--- config.mk ---
export PLATFORM = sky130hd
export DESIGN_NAME = lsu
export DESIGN_NICKNAME = d
export VERILOG_FILES = /design/src/rtl/lsu_pkg.sv /design/src/rtl/lsu_load_ext.sv /design/src/rtl/lsu.sv
export SDC_FILE = /design/constraint.sdc
export NUM_CORES = 1
export LEC_CHECK = 0
export ABC_AREA = 1
export BUFFER_PORTS_ARGS = -buffer_cell sky130_fd_sc_hd__buf_2
export CAP_MARGIN = 20
export CORE_ASPECT_RATIO = 0.5
export CORE_MARGIN = 1
export CORE_UTILIZATION = 27
export DETAILED_ROUTE_END_ITERATION = 10
export PLACE_DENSITY = 0.58
export RECOVER_POWER = 50
export SLEW_MARGIN = 40
export SYNTH_ARGS = -nofsm -noshare
export SYNTH_HDL_FRONTEND = slang
export SYNTH_SLANG_ARGS = --single-unit
--- constraint.sdc ---
create_clock -name clk -period 1.5 [get_ports clk]
set_input_delay 0.15 -clock clk [delete_from_list [all_inputs] [get_ports clk]]
set_output_delay 0.15 -clock clk [all_outputs]
set_load 0.02 [all_outputs]
--- src/rtl/lsu_pkg.sv ---
// Shared types and helpers for the load/store unit: FSM states, funct3 decoding,
// byte-mask generation, store-lane replication and the alignment test.
package lsu_pkg;

  typedef enum logic [1:0] {
    ST_IDLE  = 2'd0,
    ST_ISSUE = 2'd1,
    ST_WAIT  = 2'd2,
    ST_RESP  = 2'd3
  } lsu_state_t;

  // funct3[1:0] access size; funct3[2] selects zero extension on loads
  localparam logic [1:0] SZ_BYTE = 2'b00;
  localparam logic [1:0] SZ_HALF = 2'b01;
  localparam int         F3_UNSIGNED = 2;

  function automatic logic [3:0] mask_gen(input logic [1:0] size, input logic [1:0] lo);
    logic [3:0] m;
    case (size)
      SZ_BYTE: m = 4'b0001 << lo;
      SZ_HALF: m = 4'b0011 << {lo[1], 1'b0};
      default: m = 4'b1111;
    endcase
    return m;
  endfunction

  function automatic logic [31:0] store_rep(input logic [1:0] size, input logic [31:0] wdata);
    logic [31:0] d;
    case (size)
      SZ_BYTE: d = {4{wdata[7:0]}};
      SZ_HALF: d = {2{wdata[15:0]}};
      default: d = wdata;
    endcase
    return d;
  endfunction

  function automatic logic misaligned(input logic [1:0] size, input logic [1:0] lo);
    logic mis;
    case (size)
      SZ_BYTE: mis = 1'b0;
      SZ_HALF: mis = lo[0];
      default: mis = |lo;
    endcase
    return mis;
  endfunction

endpackage

--- src/rtl/lsu_load_ext.sv ---
// Load result formatting: picks the addressed byte/half lane out of the memory
// word and sign- or zero-extends it to 32 bits.
module lsu_load_ext
  import lsu_pkg::*;
(
  input  logic [31:0] data,
  input  logic [1:0]  addr_lo,
  input  logic [2:0]  funct3,
  output logic [31:0] result
);

  logic [7:0]  byte_sel;
  logic [15:0] half_sel;
  logic        uns;

  always_comb begin
    byte_sel = 8'h00;
    half_sel = 16'h0000;
    result   = 32'h0;
    uns      = funct3[F3_UNSIGNED];
    case (addr_lo)
      2'd0:    byte_sel = data[7:0];
      2'd1:    byte_sel = data[15:8];
      2'd2:    byte_sel = data[23:16];
      default: byte_sel = data[31:24];
    endcase
    half_sel = addr_lo[1] ? data[31:16] : data[15:0];
    case (funct3[1:0])
      SZ_BYTE: result = {{24{~uns & byte_sel[7]}}, byte_sel};
      SZ_HALF: result = {{16{~uns & half_sel[15]}}, half_sel};
      default: result = data;
    endcase
  end

endmodule

--- src/rtl/lsu.sv ---
// RV32 load/store unit driving a single-port word-addressed data memory.
// Optional MISALIGN_TRAP_EN: misaligned half/word accesses complete with rsp_err and no memory access.
module lsu
  import lsu_pkg::*;
#(
  parameter int ADDR_W = 8
) (
  input  logic              clk,
  input  logic              rst_n,
  // Request: transfers on a rising edge with req_valid && req_ready; no other handshake state.
  input  logic              req_valid,
  output logic              req_ready,
  input  logic              req_store,
  input  logic [2:0]        req_funct3,
  input  logic [31:0]       req_addr,
  input  logic [31:0]       req_wdata,
  output logic              rsp_valid,
  output logic [31:0]       rsp_rdata,
  output logic              rsp_err,
  output logic              mem_request,
  output logic              mem_we_re,
  output logic [ADDR_W-1:0] mem_address,
  output logic [31:0]       mem_data_in,
  output logic [3:0]        mem_mask,
  input  logic [31:0]       mem_data_out,
  output logic [1:0]        state_dbg
);

  lsu_state_t  state, state_nx;
  logic        accept;
  logic        mis;
  logic        store_q;
  logic        err_q;
  logic [2:0]  funct3_q;
  logic [1:0]  addr_lo_q;
  logic [31:0] ext_data;
  logic        unused_addr_hi;

  // Byte-address bits above the memory size wrap away.
  assign unused_addr_hi = ^req_addr[31:ADDR_W+2];
  assign accept         = req_valid && req_ready;

`ifdef MISALIGN_TRAP_EN
  assign mis = misaligned(req_funct3[1:0], req_addr[1:0]);
`else
  assign mis = 1'b0;
`endif

  lsu_load_ext u_load_ext (
    .data    (mem_data_out),
    .addr_lo (addr_lo_q),
    .funct3  (funct3_q),
    .result  (ext_data)
  );

  always_ff @(posedge clk or negedge rst_n) begin
    if (!rst_n) state <= ST_IDLE;
    else        state <= state_nx;
  end

  always_comb begin
    state_nx = state;
    case (state)
      ST_IDLE:  if (accept) state_nx = ST_ISSUE;
      // A trapped access never touched memory, so there is nothing to wait for.
      ST_ISSUE: state_nx = (store_q || err_q) ? ST_RESP : ST_WAIT;
      ST_WAIT:  state_nx = ST_RESP;
      ST_RESP:  state_nx = accept ? ST_ISSUE : ST_IDLE;
      default:  state_nx = ST_IDLE;
    endcase
  end

  always_comb begin
    req_ready = (state == ST_IDLE) || (state == ST_RESP);
    rsp_valid = (state == ST_RESP);
    state_dbg = state;
  end

  always_ff @(posedge clk or negedge rst_n) begin
    if (!rst_n) begin
      store_q     <= 1'b0;
      err_q       <= 1'b0;
      funct3_q    <= 3'b000;
      addr_lo_q   <= 2'b00;
      mem_request <= 1'b0;
      mem_we_re   <= 1'b0;
      mem_address <= '0;
      mem_data_in <= 32'h0;
      mem_mask    <= 4'h0;
      rsp_rdata   <= 32'h0;
    end else begin
      if (accept) begin
        store_q     <= req_store;
        err_q       <= mis;
        funct3_q    <= req_funct3;
        addr_lo_q   <= req_addr[1:0];
        mem_request <= ~mis;
        mem_we_re   <= req_store;
        mem_address <= req_addr[ADDR_W+1:2];
        mem_data_in <= req_store ? store_rep(req_funct3[1:0], req_wdata) : 32'h0;
        mem_mask    <= (req_store && !mis) ? mask_gen(req_funct3[1:0], req_addr[1:0]) : 4'h0;
        rsp_rdata   <= 32'h0;
      end else if (state == ST_ISSUE) begin
        mem_request <= 1'b0;
      end
      if (state == ST_WAIT) rsp_rdata <= ext_data;
    end
  end

  assign rsp_err = err_q;

endmodule

======== Word level (Yosys, flattened, before mapping) ========
Cells that the tools add are included.
word-level totals
  register bits after elaboration ......... 85
  logic and storage cells ................. 45
cells by class
  bitwise gates (word level) .............. 3
  eq/ne operators ......................... 8
  shifts and indexed selects .............. 2
  reductions and logical operators ........ 8
  multiplexer cells ....................... 15
operators with widths
  operator             number
  $pmux 32 s2          2
  $mux 32              3
  $pmux 8 s3           1
  $mux 16              1
  $eq 2x1->1 const B   4
  $logic_not 2->1      4
  $pmux 2 s4           1
  $pmux 4 s2           1
  $eq 2x2->1 const B   3
  $mux 1               4
  $mux 4               1
  $reduce_bool 2->1    2
  $shl 1x2->4 const A  1
  $shl 2x2->4 const A  1
  $and 1x1->1          2
  $mux 2               1
  $ne 2x2->1 const B   1
  $logic_and 1x1->1    1
  $logic_or 1x1->1     1
  $not 1->1            1

======== Depth between registers and ports, before layout ========
Gate-level depths: netlist of the first run.
  depth after elaboration ................. 5
  mapped depth ............................ 10

======== By module ========
A second synthesis of the first run with hierarchy kept.
unflattened totals
  cells, all modules ...................... 621
  area, all modules ....................... 4673.2 µm²
modules (own cells, without submodules)
  module        instances  area each (µm²)  cells each
  lsu           1          3794.9           464
  lsu_load_ext  1          878.3            157

======== Least setup slack after synthesis of the first run ========
OpenSTA, ideal clock, no wires.
  kind .................................... reg-to-reg
  start point ............................. register state[0] (netlist: state_dbg[0])
  end point ............................... register mem_mask[0]
  period minus slack after synthesis ...... 1.784 ns
  buffers on the path ..................... 1
  setup time .............................. 0.065 ns
  cell stages (with the launch flop) ...... 11
  setup slack ............................. -0.284 ns
  arrival ................................. 1.718 ns
  cell sequence ........................... dfrtp_1 -> inv_1 -> ha_1 -> inv_2 -> nand2_1 -> inv_2 -> nand2_2 -> inv_2 -> buf_2 -> o221ai_1 -> nand2_1
between the ends
  word-level cells in the longest chain between the ends .. 3
  elaborated cells between the ends (all ways) .. 4
  classes of those cells .................. eq/ne: 1; reduce/logical: 3
RTL lines
  item                                                  line        text
  start: declaration                                    lsu.sv:29   lsu_state_t state, state_nx;
  start signal: assignment                              lsu.sv:58   else state <= state_nx;
  $eq 2x2->1 / $logic_not 2->1 (equally long branches)  lsu.sv:74   req_ready = (state == ST_IDLE) || (state == ST_RESP);
  $logic_or 1x1->1 *                                    lsu.sv:74
  named net req_ready                                   lsu.sv:12   output logic req_ready,
  $logic_and 1x1->1 *                                   lsu.sv:41   assign accept = req_valid && req_ready;
  end signal: assignment                                lsu.sv:101  mem_mask <= (req_store && !mis) ? mask_gen(req_funct3[1:0], req_addr[1:0]) : 4'h0;
  end: declaration                                      lsu.sv:24   output logic [3:0] mem_mask,
Mark *: on every way through the listed nets, which the timed path passes. The rest lies on a longest branch.
A chain may end at the register's enable or synchronous reset.

======== Worst setup path in the final report of the first run ========
  start point ............................. register state[1] (netlist: state_dbg[1])
  end point ............................... register rsp_rdata[6]
between the ends
  word-level cells in the longest chain between the ends .. 4
  elaborated cells between the ends (all ways) .. 7
  classes of those cells .................. eq/ne: 2; mux: 1; reduce/logical: 4
RTL lines
  item                                                  line        text
  $eq 2x2->1 / $logic_not 2->1 (equally long branches)  lsu.sv:74
  $logic_or 1x1->1                                      lsu.sv:74
  $logic_and 1x1->1                                     lsu.sv:41
  $reduce_bool 2->1 (no source line)                    -
  end signal: assignment                                lsu.sv:106  if (state == ST_WAIT) rsp_rdata <= ext_data;
  end: declaration                                      lsu.sv:18   output logic [31:0] rsp_rdata,
Parallel ways exist; a longest one is shown, timed or not.

==> summary.txt, run 1 <==
Req. time, crit path -> 1.73 ns
Slew Limit Headroom -> 49.2%
CTS buffer count -> 9
Sequential area share after synthesis -> 49.9%
Clk slew on worst S/H paths -> 0.07 ns
First-pass GRT wire length -> 21000 um
Worst-case reg-to-reg path depth -> 10
DRT iter0 DRCs -> 190
Worst setup endpoint -> rsp_rdata[6]$_DFFE_PN0P_
Routability cong. -> 0.838
Failing checks -> design-rule violations
Pin count of the biggest net entering global routing -> 33
Syn Nets -> 657
Post-route ant nets -> 0
H-tree Lvls -> 3
CP Launch Type -> flip-flop
DIE WIDTH -> 180 um
CTS tree -> built
CP peak stage delay -> 0.42 ns
Num Clock Sinks -> 85
Crit path capture type -> flip-flop
Final Max Tran Viols -> 0
Remaining DRCs -> 20
Crit path cell chain -> inv_4 -> ha_4 -> inv_4 -> nand2_4 -> inv_4 -> nor2_4 -> buf_12 -> clkbuf_16 -> nand2_1 -> o21ai_1
Flop-to-flop setup slack -> 0.04 ns
Wire length on met3 -> 1050 um
Slew of the pin with the lowest slew margin -> 0.763 ns
Share of layout cells above drive strength 1 -> 30.8%
Area Growth Syn to Fin -> 41.1%
Fmax -> 686 MHz
Core Region -> 0.0154 mm2
I/O Buffers -> 162
Clk buf depth -> 2
Hold Fails Final Rpt -> 0
Cells after synthesis -> 550
Synth Cell Area -> 0.00426 mm2
PD cells -> 2270 mW/mm2
Vias in the first global route -> 4015
RR Startpoint -> state_dbg[1]$_DFFE_PN0P_
RSZ-0062 raised after global routing -> true
Hold path cells -> 3
Outcome -> complete, but fails checks
Setup Skew -> 0.00900 ns
Layout Cells excl Fill -> 946
DR vias -> 4262
Post-synthesis register bit count -> 85
DR top layer -> met5
Number of fill cells -> 1654
WL met1 -> 6130 um
All-Layer GR Usage -> 16.4%
Finished Cell Area -> 0.00601 mm2
DP HPWL -> 9640 um
Worst setup path startpoint -> state_dbg[1]$_DFFE_PN0P_
Hold slack -> 0.0128 ns
Layout Nets -> 840
Chip Height -> 90.8 um
WS Path Type -> flip-flop to flip-flop
Vias per cell -> 4.51
FF-to-FF End -> rsp_rdata[6]$_DFFE_PN0P_
Die area -> 0.0163 mm2
Yosys warning count -> 0
Placed cell area -> 0.00544 mm2
Post-layout power -> 13.6 mW
Final setup viols -> 0
I/O pin count -> 186
Mean Syn Cell Area -> 7.75 um2
Placed Cells -> 911
DRT Wirelength -> 13800 um
Row count -> 32
Most used cell, CP -> inv_4
Starting Density -> 27.6%
Worst Path Arrival -> 1.69 ns
Max VDD drop -> 0.739 mV
Leakage -> 3.28 nW
Remaining Overflow, GRT -> 0
Worst Hold Class -> input pin to flip-flop
Root buffer cell -> clkbuf_16
Distinct cells, synth -> 29
Layout Utilization -> 39.0%
Critical-path top delay cell -> dfrtp_2
Met2 wire length -> 6420 um
Minimum clock period -> 1.46 ns
Hold path start -> req_addr[7]
Period utilization -> 97.2%
Routed wire per std cell -> 14.6 um
Critical-path maximum fanout -> 8
Max_cap viols -> 0
Clock Latency Late Sink -> 0.34 ns
Drt first pass iters -> 8
Antenna violations before repair -> 3
==> logic make-up (layout without fill, tap and decap cells) <==
logic type,after synthesis,after routing,share of synthesized area (%)
AOI/OAI and AO/OA,102,102,13.6
adders and majority gates,4,4,1.17
buffers and inverters,73,260,8.25
DFF,85,85,49.9
other,1,5,0.0880
and+or+nand+nor,285,286,27.0
==> through the flow <==
step           worst slack [ns]  setup TNS [ns]
2_1_floorplan           0.00229               0
3_5_place_dp           -0.00245        -0.00469
3_3_place_gp             0.0265               0
4_1_cts                 0.00341               0
5_1_grt                 -0.0497          -0.446
6_report                 0.0420               0
==> final cells by class <==
cell class              count  area (um2)  share of cell area (%)
diodes                      4        10.0                   0.166
clock buffers              10         239                    3.98
clock inverters             6        86.3                    1.44
inverters                  45         186                    3.10
multi-input cells         393        1900                    31.5
flip-flops and latches     85        2130                    35.5
well taps                 204         255                    4.25
repair buffers            199        1210                    20.1
==> power by group <==
group / switching [mW] / internal, mW / total [mW]
logic: 4.53 / 2.80 / 7.32
clock network: 0.975 / 1.50 / 2.48
registers: 0.583 / 3.25 / 3.83
==> per-layer routing <==
metal | vias to the layer above | GRT usage (%)
met3 | 14 | 5.40
li1 | 2124 | -
met1 | 1990 | 20.8
met2 | 132 | 26.9
met5 | - | 0
met4 | 2 | 4.38
==> cell usage after synthesis (all sizes together) <==
library cell | count | area (um2)
nand2 | 219 | 827
conb | 1 | 3.75
clkinv | 2 | 12.5
ha | 4 | 50.1
nor2 | 43 | 174
o211ai | 16 | 120
dfrtp | 85 | 2130
or2 | 7 | 43.8
buf | 17 | 116
o22ai | 2 | 12.5
clkbuf | 11 | 61.3
inv | 43 | 161
o21ai | 55 | 279
a21oi | 23 | 115
o21a | 1 | 7.51
nand3 | 16 | 105
o221ai | 5 | 43.8
==> worst min-delay path by stage <==
stage,slack (ns),endpoint
2_1_floorplan,-0.15,addr_lo_q[0]$_DFFE_PN0P_
3_3_place_gp,0.12,mem_data_in[16]$_DFFE_PN0P_
3_5_place_dp,0.13,mem_data_in[0]$_DFFE_PN0P_
4_1_cts,0.002,mem_address[3]$_DFFE_PN0P_
5_1_grt,0.009,mem_address[5]$_DFFE_PN0P_
6_report,0.01,mem_address[5]$_DFFE_PN0P_
==> cells in the final DEF, fill, tap and decap left out, types with 3 or more instances in the layout <==
| cell type | count |
|---|---|
| nand3_1 | 8 |
| nor2_1 | 39 |
| inv_4 | 3 |
| dfrtp_2 | 5 |
| o221ai_1 | 5 |
| nand3_4 | 5 |
| inv_2 | 3 |
| a21oi_1 | 22 |
| o211ai_1 | 16 |
| o21ai_1 | 13 |
| nand3_2 | 4 |
| buf_4 | 17 |
| clkbuf_16 | 12 |
| buf_12 | 6 |
| buf_6 | 5 |
| nand2_1 | 211 |
| clkbuf_1 | 29 |
| diode_2 | 4 |
| dlygate4sd3_1 | 4 |
| inv_1 | 37 |
| o21ai_0 | 41 |
| buf_2 | 132 |
| nand2_2 | 6 |
| or2_2 | 7 |
| dfrtp_1 | 80 |
==> sequential cells by signal, summed over array words and instances, names as in the netlist <==
register / count
mem_data_in: 32
rsp_rdata: 32
mem_address: 8
mem_mask: 4
funct3_q: 3
addr_lo_q: 2
state_dbg: 2
mem_request: 1
store_q: 1
==> worst max-delay path, delay by kind of cell, from the launching register on <==
family,cells,cell delay [ns]
buffers and inverters,5,0.51
DFF,1,0.42
adders and majority gates,1,0.21
and+or+nand+nor,3,0.15
AOI/OAI and AO/OA,1,0.06
==> what timing repair did <==
action,CTS,global route
pin swaps,0,10
cloned,0,5
setup buffers,0,6
endpoints found under the hold margin,30,0
hold buffers,4,0
resized for setup,2,35
setup endpoints to repair,15,51
(Power assumes the default switching activity.)
==> inputs of run 2 (changes only) <==
- BUFFER_PORTS_ARGS: -buffer_cell sky130_fd_sc_hd__buf_2 -> not set
- CELL_PAD_IN_SITES_DETAIL_PLACEMENT: not set -> 0
- CELL_PAD_IN_SITES_GLOBAL_PLACEMENT: not set -> 1
- DONT_BUFFER_PORTS: not set -> 1
- PLACE_DENSITY: 0.58 -> 0.61
==> run 2 against run 1 <==
  * Flip-flop and latch count is the same
  * Via count shrank 12%
  * Register-to-register slack lost 0.02 ns
  * Design area shrank 12%
  * The run ends with design-rule violations, negative hold slack left
==> summary.txt, run 2 (synthesis gave the netlist of run 1 again) <==
Outcome -> complete, but fails checks
Failing checks -> design-rule violations, negative hold slack
Hold Fails Final Rpt -> 86
Routed wire per std cell -> 17.0 um
Dominant delay contributor by cell family on the critical path -> buffers and inverters
P_int -> 6.45 mW
Critical-path top delay cell -> dfrtp_2
Core Region -> 0.0154 mm2
Crit path cell chain -> inv_4 -> ha_4 -> inv_4 -> nand2_4 -> inv_4 -> nor2_4 -> buf_12 -> clkbuf_16 -> nand2_1 -> nand2_1
Remaining Overflow, GRT -> 0
RSZ-0062 raised after global routing -> true
Pin count of the biggest net entering global routing -> 86
PD cells -> 2320 mW/mm2
Post-route ant nets -> 0
Minimum clock period -> 1.48 ns
Sequential power share -> 40.6%
DRT Wirelength -> 13700 um
Clk buf depth -> 2
Buf/Inv on CP -> 5
DRT iter0 DRCs -> 210
Most used cell, CP -> inv_4
Drt first pass iters -> 7
Most used routing layer -> met2
CTS buffer count -> 9
Vias in the first global route -> 3785
Share of layout cells above drive strength 1 -> 14.1%
Clock share of power -> 18.9%
Fmax -> 676 MHz
Hold slack -> -0.523 ns
Clk slew on worst S/H paths -> 0.09 ns
DR vias -> 3770
Place WS -> 0.0162 ns
Root buffer cell -> clkbuf_16
Setup TNS -> 0 ns
Most frequent cells in the layout -> 212 x nand2_1, 80 x dfrtp_1, 39 x o21ai_0, 39 x nor2_1, 37 x inv_1
Die area -> 0.0163 mm2
Routability cong. -> 0.790
Switching power of the nets -> 5.88 mW
Clock Latency Late Sink -> 0.36 ns
Setup Skew -> 0.0158 ns
CP Launch Type -> flip-flop
Crit path capture type -> flip-flop
Met1 Use GR -> 21.2%
DP HPWL -> 9260 um
CP peak stage delay -> 0.39 ns
Num Clock Sinks -> 85
Biggest regs -> mem_data_in: 32 flops, rsp_rdata: 32 flops, mem_address: 8 flops
I/O Buffers -> 0
Number of antenna repair diodes -> 0
WS Path Type -> flip-flop to flip-flop
Remaining DRCs -> 9
Vias per cell -> 4.71
Post-layout power -> 12.3 mW
Max_cap viols -> 0
Final setup viols -> 0
Met3 Use GR -> 6.33%
First-pass GRT wire length -> 21000 um
CTS tree -> built
Most common cell after layout, fill and taps aside -> nand2_1
Layout Nets -> 699
All-Layer GR Usage -> 16.7%
Sw Share -> 47.7%
Final Max Tran Viols -> 0
Antenna violations before repair -> 0
Row count -> 32
PnR worst setup slack -> 0.0208 ns
Starting Density -> 27.6%
Max VDD drop -> 0.781 mV
DIE WIDTH -> 180 um
Area Growth Syn to Fin -> 24.8%
I/O pin count -> 186
H-tree Lvls -> 3
Critical-path maximum fanout -> 8
Period utilization -> 98.6%
Comb pwr share -> 40.5%
Req. time, crit path -> 1.78 ns
Worst Path Arrival -> 1.76 ns
Worst Hold Class -> input pin to asynchronous set/reset pin
Chip Height -> 90.8 um
M2 GR Usage -> 27.0%
Leakage -> 2.70 nW
[run 2: cell types whose count changed in the layout (fill, tap and decap cells not counted), moves of 4 or more]
cell	delta
buf_4	+5
dlygate4sd3_1	+27
buf_2	-132
nand3_1	+5
diode_2	-4
clkbuf_1	-29
[run 2: metal layers]
metal  share of wire (%)  vias to the layer above  routed length, um
li1                    -                     1828                  -
met1                  45                     1814               6130
met2                  46                      122               6300
met3                 8.5                        6               1160
met4                0.54                        0                 74
met5                   0                        -                  0
[run 2: cell type report]
cell class,instances,area (um2)
Clock buffer,9,225
Clock inverter,7,86.3
Fill cell,1671,10100
Inverter,45,189
Multi-Input combinational cell,392,1850
Sequential cell,85,2130
Tap cell,204,255
Timing Repair Buffer,59,583
[run 2: repair_timing]
item | 4_1_cts | 5_1_grt
setup buffers | 0 | 5
hold buffers | 30 | 1
hold endpoints to repair | 116 | 86
resized for setup | 0 | 31
setup endpoints to repair | 0 | 72
[run 2: final timing paths]
path,startpoint,endpoint,slack (ns),depth (start not counted)
setup / recovery,state_dbg[1]$_DFFE_PN0P_,rsp_rdata[7]$_DFFE_PN0P_,0.02,10
hold / removal,rst_n,mem_data_in[2]$_DFFE_PN0P_,-0.52,0
setup reg to reg,state_dbg[1]$_DFFE_PN0P_,rsp_rdata[7]$_DFFE_PN0P_,0.02,10
hold reg to reg,rsp_rdata[29]$_DFFE_PN0P_,rsp_rdata[29]$_DFFE_PN0P_,0.62,2
max in group asynchronous,rst_n,rsp_rdata[19]$_DFFE_PN0P_,1.87,0
min in group clk,req_funct3[1],mem_data_in[23]$_DFFE_PN0P_,-0.01,2
[run 2: power groups by stage]
stage               clock network, mW  logic (mW)  registers [mW]
CTS                              2.41        4.52            5.00
finish                           2.33        4.99            5.01
global placement                    0        4.37            5.03
global route                     2.50        5.67            5.13
detailed placement                  0        4.44            5.03
floorplan                           0        3.40            4.80
[run 2: metrics by stage]
stage / instances / cell area (um2) / utilization (%)
finish: 801 / 5320 / 34.5
global route: 801 / 5320 / 34.5
CTS: 794 / 5170 / 33.5
detailed placement: 748 / 4560 / 29.6
global placement: 748 / 4560 / 29.6
floorplan: 550 / 4300 / -
==> inputs of run 3 (changes only) <==
- SYNTH_HIERARCHICAL: not set -> 1
==> run 3 against run 2 <==
  * The run ends with negative hold slack left
  * Clock skew decreased by 0.0083 ns
  * Clock power decreased by 12%
  * Sequential share of layout area decreased by 1.8 points
  * Synthesized cell count increased by 13%
  * Critical endpoint is now req_ready
  * Routed wire length increased by 4.8%
==> summary.txt, run 3 <==
CTS tree -> built
Post-synth top area share -> 45.5%
WS Path Type -> flip-flop to output pin
Asr flop ratio synth -> 100%
Req. time, crit path -> 1.35 ns
Routed wire per std cell -> 16.2 um
Crit path capture type -> output pin
M2 GR Usage -> 27.3%
Chip Height -> 95.0 um
Worst setup path startpoint -> state_dbg[0]$_DFFE_PN0P_
Area Growth Syn to Fin -> 19.1%
Core Region -> 0.0166 mm2
Worst-case reg-to-reg path depth -> 7
DP HPWL -> 10400 um
PnR worst setup slack -> 0.0685 ns
DRT Wirelength -> 14300 um
Share of layout cells above drive strength 1 -> 14.3%
Most common cell after layout, fill and taps aside -> nand2_1
RR Startpoint -> state_dbg[0]$_DFFE_PN0P_
Row count -> 33
PD cells -> 2190 mW/mm2
Place WS -> -0.0110 ns
CP Launch Type -> flip-flop
Final setup viols -> 0
Leakage -> 2.99 nW
Root buffer cell -> clkbuf_16
Sequential area share after synthesis -> 45.5%
Post-synthesis register bit count -> 85
Vias per cell -> 4.55
Synth Cell Area -> 0.00467 mm2
Critical-path maximum fanout -> 4
Clock Latency Late Sink -> 0.34 ns
Mean Syn Cell Area -> 7.53 um2
Final Max Tran Viols -> 0
Outcome -> complete, but fails checks
Hold Fails Final Rpt -> 85
Met1 Use GR -> 20.9%
DRT iter0 DRCs -> 120
Antenna violations before repair -> 0
Vias in the first global route -> 4109
Period utilization -> 95.4%
Routability cong. -> 0.796
Minimum clock period -> 1.43 ns
Worst Hold Class -> input pin to asynchronous set/reset pin
Remaining DRCs -> 0
Drt first pass iters -> 4
CTS buffer count -> 9
Fmax -> 699 MHz
Most frequent cells after synthesis -> 293 x nand2_1, 85 x dfrtp_1, 59 x nand3_1
Post-route ant nets -> 0
Finished Cell Area -> 0.00556 mm2
First-pass GRT wire length -> 22700 um
Layout Utilization -> 33.4%
Number of synthesized flops with an enable pin -> 0
H-tree Lvls -> 3
Yosys warning count -> 6
Post-layout power -> 12.2 mW
I/O Buffers -> 0
Syn Nets -> 729
Most frequent cell after synthesis -> nand2_1
Most frequent cells in the layout -> 293 x nand2_1, 82 x dfrtp_1, 59 x nand3_1
Clk slew on worst S/H paths -> 0.07 ns
Hold slack -> -0.498 ns
Clk buf depth -> 2
Area leader, netlist -> dfrtp_1
Failing checks -> negative hold slack
Met3 Use GR -> 6.15%
Pin count of the biggest net entering global routing -> 86
Num Clock Sinks -> 85
Distinct cells, synth -> 26
Biggest regs -> mem_data_in: 32 flops, rsp_rdata: 32 flops, mem_address: 8 flops
Cells after synthesis -> 621
Most used routing layer -> met2
I/O pin count -> 186
Starting Density -> 28.1%
Ys flop type -> dfrtp_1
All-Layer GR Usage -> 16.6%
Max VDD drop -> 0.619 mV
Setup Skew -> 0.00744 ns
DR vias -> 4021
Number of fill cells -> 1813
Worst Path Arrival -> 1.28 ns
FF-to-FF End -> mem_mask[1]$_DFFE_PN0P_
Hold-fix buffers at CTS -> 23
Number of antenna repair diodes -> 0
Remaining Overflow, GRT -> 0
Placed cell area -> 0.00502 mm2
DIE WIDTH -> 188 um
Flop-to-flop setup slack -> 0.11 ns
Synth top area cells -> dfrtp_1 46%, nand2_1 24%, nand3_1 6.3%
Layout Nets -> 760
Max_cap viols -> 0
Setup TNS -> 0 ns
Die area -> 0.0179 mm2
RSZ-0062 raised after global routing -> false
[run 3: cell count changes in the layout (fill, tap and decap cells not counted), moves of 7 or more]
cell,previous run,this run
o21ai_0,39,25
a21oi_1,22,7
or2_2,7,0
nand3_2,1,21
dlygate4sd3_1,31,23
inv_1,37,25
o211ai_1,16,7
nand3_1,13,59
o21ai_1,14,1
nand2_1,212,293
[run 3: cells by family after synthesis]
logic type      synth area share (%)
simple gates                    39.4
flops                           45.5
buf+inv                         8.57
compound gates                  5.09
fa+ha+maj                       1.34
other cells                   0.0802
[run 3: layout make-up]
cell class                 instances  area (um2)  area share [%]
timing repair buffer              57         586            10.5
clock buffer                      10         229            4.12
clock inverter                     5        30.0           0.540
inverter                          34         138            2.47
sequential                        85        2130            38.3
tap                              227         284            5.10
multi-input combinational        465        2170            38.9
[run 3: timing repair]
action | in CTS | in global routing
pin swaps | 1 | 1
gates resized for setup | 2 | 6
endpoints found under the hold margin | 115 | 85
setup endpoints to repair | 5 | 33
buffers inserted | 0 | 4
cloned | 0 | 0
[run 3: layer usage]
layer  wire, um  part of all wire, %
met5          0                    0
met1       6390                   45
met4         85                 0.59
met2       6620                   46
met3       1220                  8.5
[run 3: critical path, stage by stage, from the launching register on]
cell	delay [ns]
dfrtp_2	0.42
inv_4	0.09
ha_4	0.21
inv_4	0.08
buf_4	0.14
[run 3: worst max-delay path by stage]
stage,to,depth (start not counted)
5_1_grt,mem_data_in[14]$_DFFE_PN0P_,8
2_1_floorplan,mem_data_in[30]$_DFFE_PN0P_,8
3_5_place_dp,mem_data_in[2]$_DFFE_PN0P_,7
4_1_cts,rsp_rdata[16]$_DFFE_PN0P_,6
3_3_place_gp,rsp_rdata[16]$_DFFE_PN0P_,6
6_report,req_ready,4
[run 3: stage by stage]
| stage | hold WS [ns] | std cells |
|---|---|---|
| after floorplan | -0.146 | 621 |
| after global placement | -0.143 | 841 |
| after detailed placement | -0.144 | 841 |
| after CTS | -0.520 | 879 |
| after global routing | -0.520 | 883 |
| final | -0.498 | 883 |
[run 3: power breakdown]
part	switching [mW]	internal [mW]
logic	3.05	2.13
registers	1.72	3.23
clock network	0.951	1.11
